$ cat config.mk
export PLATFORM = sky130hd
export DESIGN_NAME = mem_access_unit
export DESIGN_NICKNAME = d
export VERILOG_FILES = /design/src/rtl/mem_access_unit_pkg.sv /design/src/rtl/mem_access_unit.sv
export SDC_FILE = /design/constraint.sdc
export NUM_CORES = 1
export LEC_CHECK = 0
export CORE_MARGIN = 10
export CORE_UTILIZATION = 35
export CTS_CLUSTER_SIZE = 30
export DETAILED_ROUTE_END_ITERATION = 8
export GPL_ROUTABILITY_DRIVEN = 0
export PLACE_DENSITY = 0.71
export SLEW_MARGIN = 15
export SYNTH_ARGS = -nofsm -noshare
export SYNTH_HDL_FRONTEND = slang
export SYNTH_SLANG_ARGS = --single-unit
$ cat constraint.sdc
create_clock -name clk -period 3.9 [get_ports clk]
set_clock_uncertainty 0.2 [all_clocks]
set_input_delay 0.78 -clock clk [delete_from_list [all_inputs] [get_ports clk]]
set_output_delay 0.78 -clock clk [all_outputs]
set_load 0.03 [all_outputs]
$ cat src/rtl/mem_access_unit_pkg.sv
// Shared definitions for the out-of-order memory units: lw/sw opcodes,
// FSM state encoding and the CDB result record.
package mem_access_unit_pkg;

  localparam logic [11:0] OP_LW = 12'h003;
  localparam logic [11:0] OP_SW = 12'h023;

  typedef enum logic [1:0] {
    S_IDLE = 2'd0,
    S_REQ  = 2'd1,
    S_RESP = 2'd2
  } mau_state_e;

  typedef struct packed {
    logic        valid;
    logic [4:0]  roben;
    logic [4:0]  rd;
    logic [31:0] val;
    logic        exc;
  } cdb_t;

  function automatic logic is_mem_op(input logic [11:0] op);
    return (op == OP_LW) || (op == OP_SW);
  endfunction

endpackage

$ cat src/rtl/mem_access_unit.sv
// Single-entry load/store engine: issues one memory request, waits for
// ack (with timeout), then holds the result on the CDB until granted.
module mem_access_unit
  import mem_access_unit_pkg::*;
#(
  parameter int ADDR_BITS = 10,
  parameter int MAX_WAIT  = 15
) (
  input  logic                 clk,
  input  logic                 rst,
  input  logic                 VALID_Inst,
  input  logic [4:0]           ROBEN,
  input  logic [4:0]           Rd,
  input  logic [11:0]          opcode,
  input  logic [31:0]          EA,
  input  logic [31:0]          Write_Data,
  input  logic                 ROB_FLUSH_Flag,
  output logic                 out_BUSY,
  output logic                 mem_req,
  output logic                 mem_we,
  output logic [ADDR_BITS-1:0] mem_addr,
  output logic [31:0]          mem_wdata,
  input  logic                 mem_ack,
  input  logic [31:0]          mem_rdata,
  input  logic                 CDB_grant,
  output logic                 out_CDB_VALID,
  output logic [4:0]           out_CDB_ROBEN,
  output logic [4:0]           out_CDB_Rd,
  output logic [31:0]          out_CDB_VAL,
  output logic                 out_CDB_EXCEPTION
);

  localparam int WW = $clog2(MAX_WAIT + 1);

  mau_state_e           state, state_nxt;
  logic                 busy_nxt, req_nxt, we_nxt;
  logic [ADDR_BITS-1:0] addr_nxt;
  logic [31:0]          wdata_nxt;
  logic [WW-1:0]        wait_cnt, wait_nxt;
  cdb_t                 cdb, cdb_nxt;
  logic                 ea_fault;

  // Only byte addresses below 2^ADDR_BITS and word-aligned are legal.
  assign ea_fault = ((EA >> ADDR_BITS) != 32'd0) || (EA[1:0] != 2'b00);

  always_comb begin
    state_nxt = state;
    req_nxt   = mem_req;
    we_nxt    = mem_we;
    addr_nxt  = mem_addr;
    wdata_nxt = mem_wdata;
    wait_nxt  = wait_cnt;
    cdb_nxt   = cdb;
    if (ROB_FLUSH_Flag) begin
      state_nxt = S_IDLE;
      req_nxt   = 1'b0;
      wait_nxt  = '0;
      cdb_nxt   = '0;
    end else begin
      case (state)
        S_IDLE: begin
          if (VALID_Inst && is_mem_op(opcode)) begin
            cdb_nxt.roben = ROBEN;
            cdb_nxt.rd    = Rd;
            cdb_nxt.val   = 32'd0;
            wait_nxt      = '0;
            if (ea_fault) begin
              state_nxt     = S_RESP;
              cdb_nxt.valid = 1'b1;
              cdb_nxt.exc   = 1'b1;
            end else begin
              state_nxt     = S_REQ;
              req_nxt       = 1'b1;
              addr_nxt      = EA[ADDR_BITS+1:2];
              we_nxt        = (opcode == OP_SW);
              wdata_nxt     = Write_Data;
              cdb_nxt.valid = 1'b0;
              cdb_nxt.exc   = 1'b0;
            end
          end
        end
        S_REQ: begin
          if (mem_ack) begin
            state_nxt     = S_RESP;
            req_nxt       = 1'b0;
            cdb_nxt.valid = 1'b1;
            cdb_nxt.exc   = 1'b0;
            cdb_nxt.val   = mem_we ? 32'd0 : mem_rdata;
          end else if (wait_cnt >= WW'(MAX_WAIT - 1)) begin
            // MAX_WAIT cycles of mem_req without ack: give up
            state_nxt     = S_RESP;
            req_nxt       = 1'b0;
            wait_nxt      = WW'(MAX_WAIT);
            cdb_nxt.valid = 1'b1;
            cdb_nxt.exc   = 1'b1;
            cdb_nxt.val   = 32'd0;
          end else begin
            wait_nxt = wait_cnt + WW'(1);
          end
        end
        S_RESP: begin
          if (CDB_grant) begin
            state_nxt     = S_IDLE;
            cdb_nxt.valid = 1'b0;
          end
        end
        default: begin
          state_nxt = S_IDLE;
          req_nxt   = 1'b0;
          cdb_nxt   = '0;
        end
      endcase
    end
    busy_nxt = (state_nxt != S_IDLE);
  end

  always_ff @(posedge clk or posedge rst) begin
    if (rst) begin
      state     <= S_IDLE;
      out_BUSY  <= 1'b0;
      mem_req   <= 1'b0;
      mem_we    <= 1'b0;
      mem_addr  <= '0;
      mem_wdata <= '0;
      wait_cnt  <= '0;
      cdb       <= '0;
    end else begin
      state     <= state_nxt;
      out_BUSY  <= busy_nxt;
      mem_req   <= req_nxt;
      mem_we    <= we_nxt;
      mem_addr  <= addr_nxt;
      mem_wdata <= wdata_nxt;
      wait_cnt  <= wait_nxt;
      cdb       <= cdb_nxt;
    end
  end

  assign out_CDB_VALID     = cdb.valid;
  assign out_CDB_ROBEN     = cdb.roben;
  assign out_CDB_Rd        = cdb.rd;
  assign out_CDB_VAL       = cdb.val;
  assign out_CDB_EXCEPTION = cdb.exc;

endmodule

==> results.tsv <==
stage	metric	value	unit
logic_synthesis	syn-mean-instance-area	11.6	um^2
timing	tightestPinTransition	0.623	ns
floorplan	die-width	131	um
drt	wirelength_met1	4.92	mm
floorplan	placementRows	40	
clock_tree	h_tree_level_count	3	
timing	slew_headroom	0.585	
global_routing	all_layer_gr_usage	0.153	
final_layout	design.final.nets	708	
floorplan	io_pins	213	
clock_tree	clk-insertion-delay-late	0.34	ns
power_and_ir_drop	internal_cell_power	1.54	mW
clock_tree	cts_inserted_buffers	9	
timing	rsz0062_at_grt	no	
drt	post_detailed_route_drc_marker_count	0	
drt	detailedRoute.firstPassIterationCount	4	
critical_path	reg2reg_from	state[0]	
clock_tree	ctsResizeCount	0	
min_path	hold_path_depth	1	
critical_path	required	3.95	ns
logic_synthesis	synthesis.nets	498	
logic_synthesis	synth-async-reset-ratio	1.00	
final_layout	synthToLayoutAreaGrowth	59.7	%
critical_path	worst-path-buf-inv	3	
timing	report.final.setup_viol	0	
drt	detail_route.wl_per_cell	17.9	um
global_routing	grt_first_pass_wirelength	20.5	mm
clock_tree	post_cts.repair.setup_buffers	0	
critical_path	timing.reg2reg.setup_slack	1.22	ns
global_routing	first_global_vias	3812	
logic_synthesis	postSynthCellCount	368	
drt	topRoutingLayerUsed	met4	
logic_synthesis	synth_cell_types	42	
logic_synthesis	seq_area_frac_synth	0.555	
logic_synthesis	synth_enable_flop_cells	0	
critical_path	endpoint_kind	flip-flop	
run	maxCapViolations	0	
placement	port-buffer-count	212	
timing	timing.final.max_slew_violations	0	
clock_tree	clock-root-buffer	sky130_fd_sc_hd__clkbuf_16	
timing	layout_min_cycle_time	2.84	ns
critical_path	path_delay_family	buffers and inverters	
placement	detailedPlacementHpwl	10.2	mm
power_and_ir_drop	power_density	286	mW/mm^2
timing	finalHoldViolCount	0	
clock_tree	max-clock-path-buffers	2	
floorplan	die-area	0.0171	mm^2
critical_path	worst-path-stages	7	
logic_synthesis	synth-warning-count	0	
critical_path	crit_path_max_fanout	32	
power_and_ir_drop	pwr-share-comb	0.092	
timing	timing.setup.tns	0	ns
critical_path	criticalPathCategory	in -> reg	
floorplan	effective_utilization_at_floorplan	0.357	
drt	met3_wire_length	1.54	mm
critical_path	timing.critical_path.from	opcode[2]	
power_and_ir_drop	switching_power	0.423	mW
final_layout	layout_common_cells	sky130_fd_sc_hd__clkdlybuf4s50_1, sky130_fd_sc_hd__dfrtp_1, sky130_fd_sc_hd__inv_1, sky130_fd_sc_hd__mux2_2, sky130_fd_sc_hd__nand2_1	
power_and_ir_drop	max-vdd-ir-drop	0.206	mV
drt	antenna_left	0	
drt	avgViaCountPerCell	4.79	
final_layout	antenna_cells	0	
placement	place_inst	714	
floorplan	chipHeight	131	um
global_routing	grt_overflow_total	0	
floorplan	core_area	0.0120	mm^2
timing	fmax	0.352	GHz
power_and_ir_drop	sw_frac_of_total	0.216	
drt	vias	3492	
final_layout	leading_cell_type_in_the_layout_fill_and_taps_excluded	sky130_fd_sc_hd__clkdlybuf4s50_1	
logic_synthesis	ys_ff_latch	95	
logic_synthesis	yosys_most_used_dff	sky130_fd_sc_hd__dfrtp_1	
logic_synthesis	synthesis.area	0.00428	mm^2
power_and_ir_drop	power.clock.fraction	0.405	
power_and_ir_drop	pwr-share-seq	0.504	
final_layout	layout.cells.non_filler	729	
clock_tree	cts_tree	done	
critical_path	regToRegEndpoint	out_CDB_VAL[9]	
critical_path	critPathSlowestCell	sky130_fd_sc_hd__buf_4	
outcome	outcome	finished, final reports clean	
drt	routed-wl-met2	6.45	mm
global_routing	grt_start_max_net_pins	50	
global_routing	grt_antenna_before_repair	0	
clock_tree	cts_hold_repair.buffers	0	
final_layout	final_layout_size_suffix_gt1_frac	0.119	
critical_path	timing.critical_path.cells	clkdlybuf4s50_1 -> nor4b_2 -> nand3_1 -> buf_4 -> a2bb2oi_4 -> buf_4 -> mux2i_1	
critical_path	start_kind	input port	
critical_path	critical-path-top-cell-by-count	sky130_fd_sc_hd__buf_4	
critical_path	critPathCapture	out_CDB_VAL[9]	
critical_path	arrival	2.90	ns
critical_path	timing.critical_path.slowest_cell_delay	0.46	ns
timing	post-route-period-util	0.729	
power_and_ir_drop	total_leakage_power	2.94	nW
clock_tree	tritoncts_num_sinks	95	
drt	wirelength	13.0	mm
clock_tree	clkTransAtPathRegs	0.06	ns
critical_path	r2r.worst_path.cells	7	
min_path	hold_path.startpoint	mem_addr[8]	
drt	drt_iter0_markers	213	
min_path	hp-class	reg -> reg	
[layout make-up]
| cell class | count | area, um^2 |
|---|---|---|
| Multi-Input combinational cell | 211 | 1660 |
| Clock buffer | 9 | 225 |
| Clock inverter | 6 | 38.8 |
| Fill cell | 1038 | 5170 |
| Tap cell | 147 | 184 |
| Sequential cell | 95 | 2380 |
| Inverter | 42 | 160 |
| Timing Repair Buffer | 219 | 2200 |
[cells in the mapped netlist (all sizes together) (2+ instances only)]
library cell,instances,area [um^2]
dfrtp,95,2380
nor2b,4,25.0
ha,6,75.1
nand4b,10,87.6
buf,7,60.1
a21oi,17,85.1
nor3,6,30.0
o31a,2,17.5
a2bb2oi,2,23.8
nand2,37,139
nor4,8,71.3
a211oi,2,15.0
a31oi,3,18.8
o21ai,15,75.1
o31ai,2,15.0
clkbuf,13,48.8
nor2,4,15.0
nand4,3,18.8
nand3,2,10.0
mux2,41,462
mux2i,32,320
inv,42,158
[layer usage]
metal,global-route usage,up-vias
met1,0.169,1669
met5,0,-
met3,0.0806,8
met4,0.0471,0
met2,0.251,126
li1,-,1689
[flip-flops by register name, indices dropped and copies added, names as in the netlist]
register / cells
out_CDB_EXCEPTION: 1
out_BUSY: 1
wait_cnt: 4
mem_wdata: 32
out_CDB_VALID: 1
mem_req: 1
out_CDB_ROBEN: 5
out_CDB_Rd: 5
mem_addr: 10
out_CDB_VAL: 32
mem_we: 1
state: 2
[stage by stage]
stage	util	setup WS [ns]	total power, mW	instance area, um^2	hold WS, ns
2_1_floorplan	-	0.443	1.05	4280	0.353
3_3_place_gp	0.548	0.761	1.18	6580	0.275
3_5_place_dp	0.548	0.697	1.19	6580	0.286
4_1_cts	0.569	1.04	1.99	6840	0.304
5_1_grt	0.569	0.908	2.05	6840	0.318
6_report	0.569	1.06	1.96	6840	0.299
[power groups by stage]
stage                     logic, mW  registers (mW)  clock network [mW]
after floorplan              0.0394            1.01                   0
after global placement        0.180            1.00                   0
after detailed placement      0.182            1.00                   0
after CTS                     0.183           0.986               0.821
after global routing          0.193           0.985               0.870
final                         0.180           0.986               0.793
[worst min path at each step]
| stage | end |
|---|---|
| after CTS | mem_addr[8] |
| after global routing | mem_addr[8] |
| after floorplan | wait_cnt[3] |
| after global placement | mem_wdata[2] |
| after detailed placement | mem_addr[8] |
| final | mem_addr[8] |
[logic make-up (layout without fill, tap and decap cells)]
group                    count (synthesis)  after routing  synth area share
buffers and inverters                   62            276            0.0622
AO/OA/AOI/OAI                           53             53            0.0792
multiplexers                            73             73             0.183
AND/OR/NAND/NOR                         79             79             0.103
adder cells (fa/ha/maj)                  6              6            0.0175
flip-flops                              95             95             0.555
Note: power is estimated with default switching activity, not from simulation.
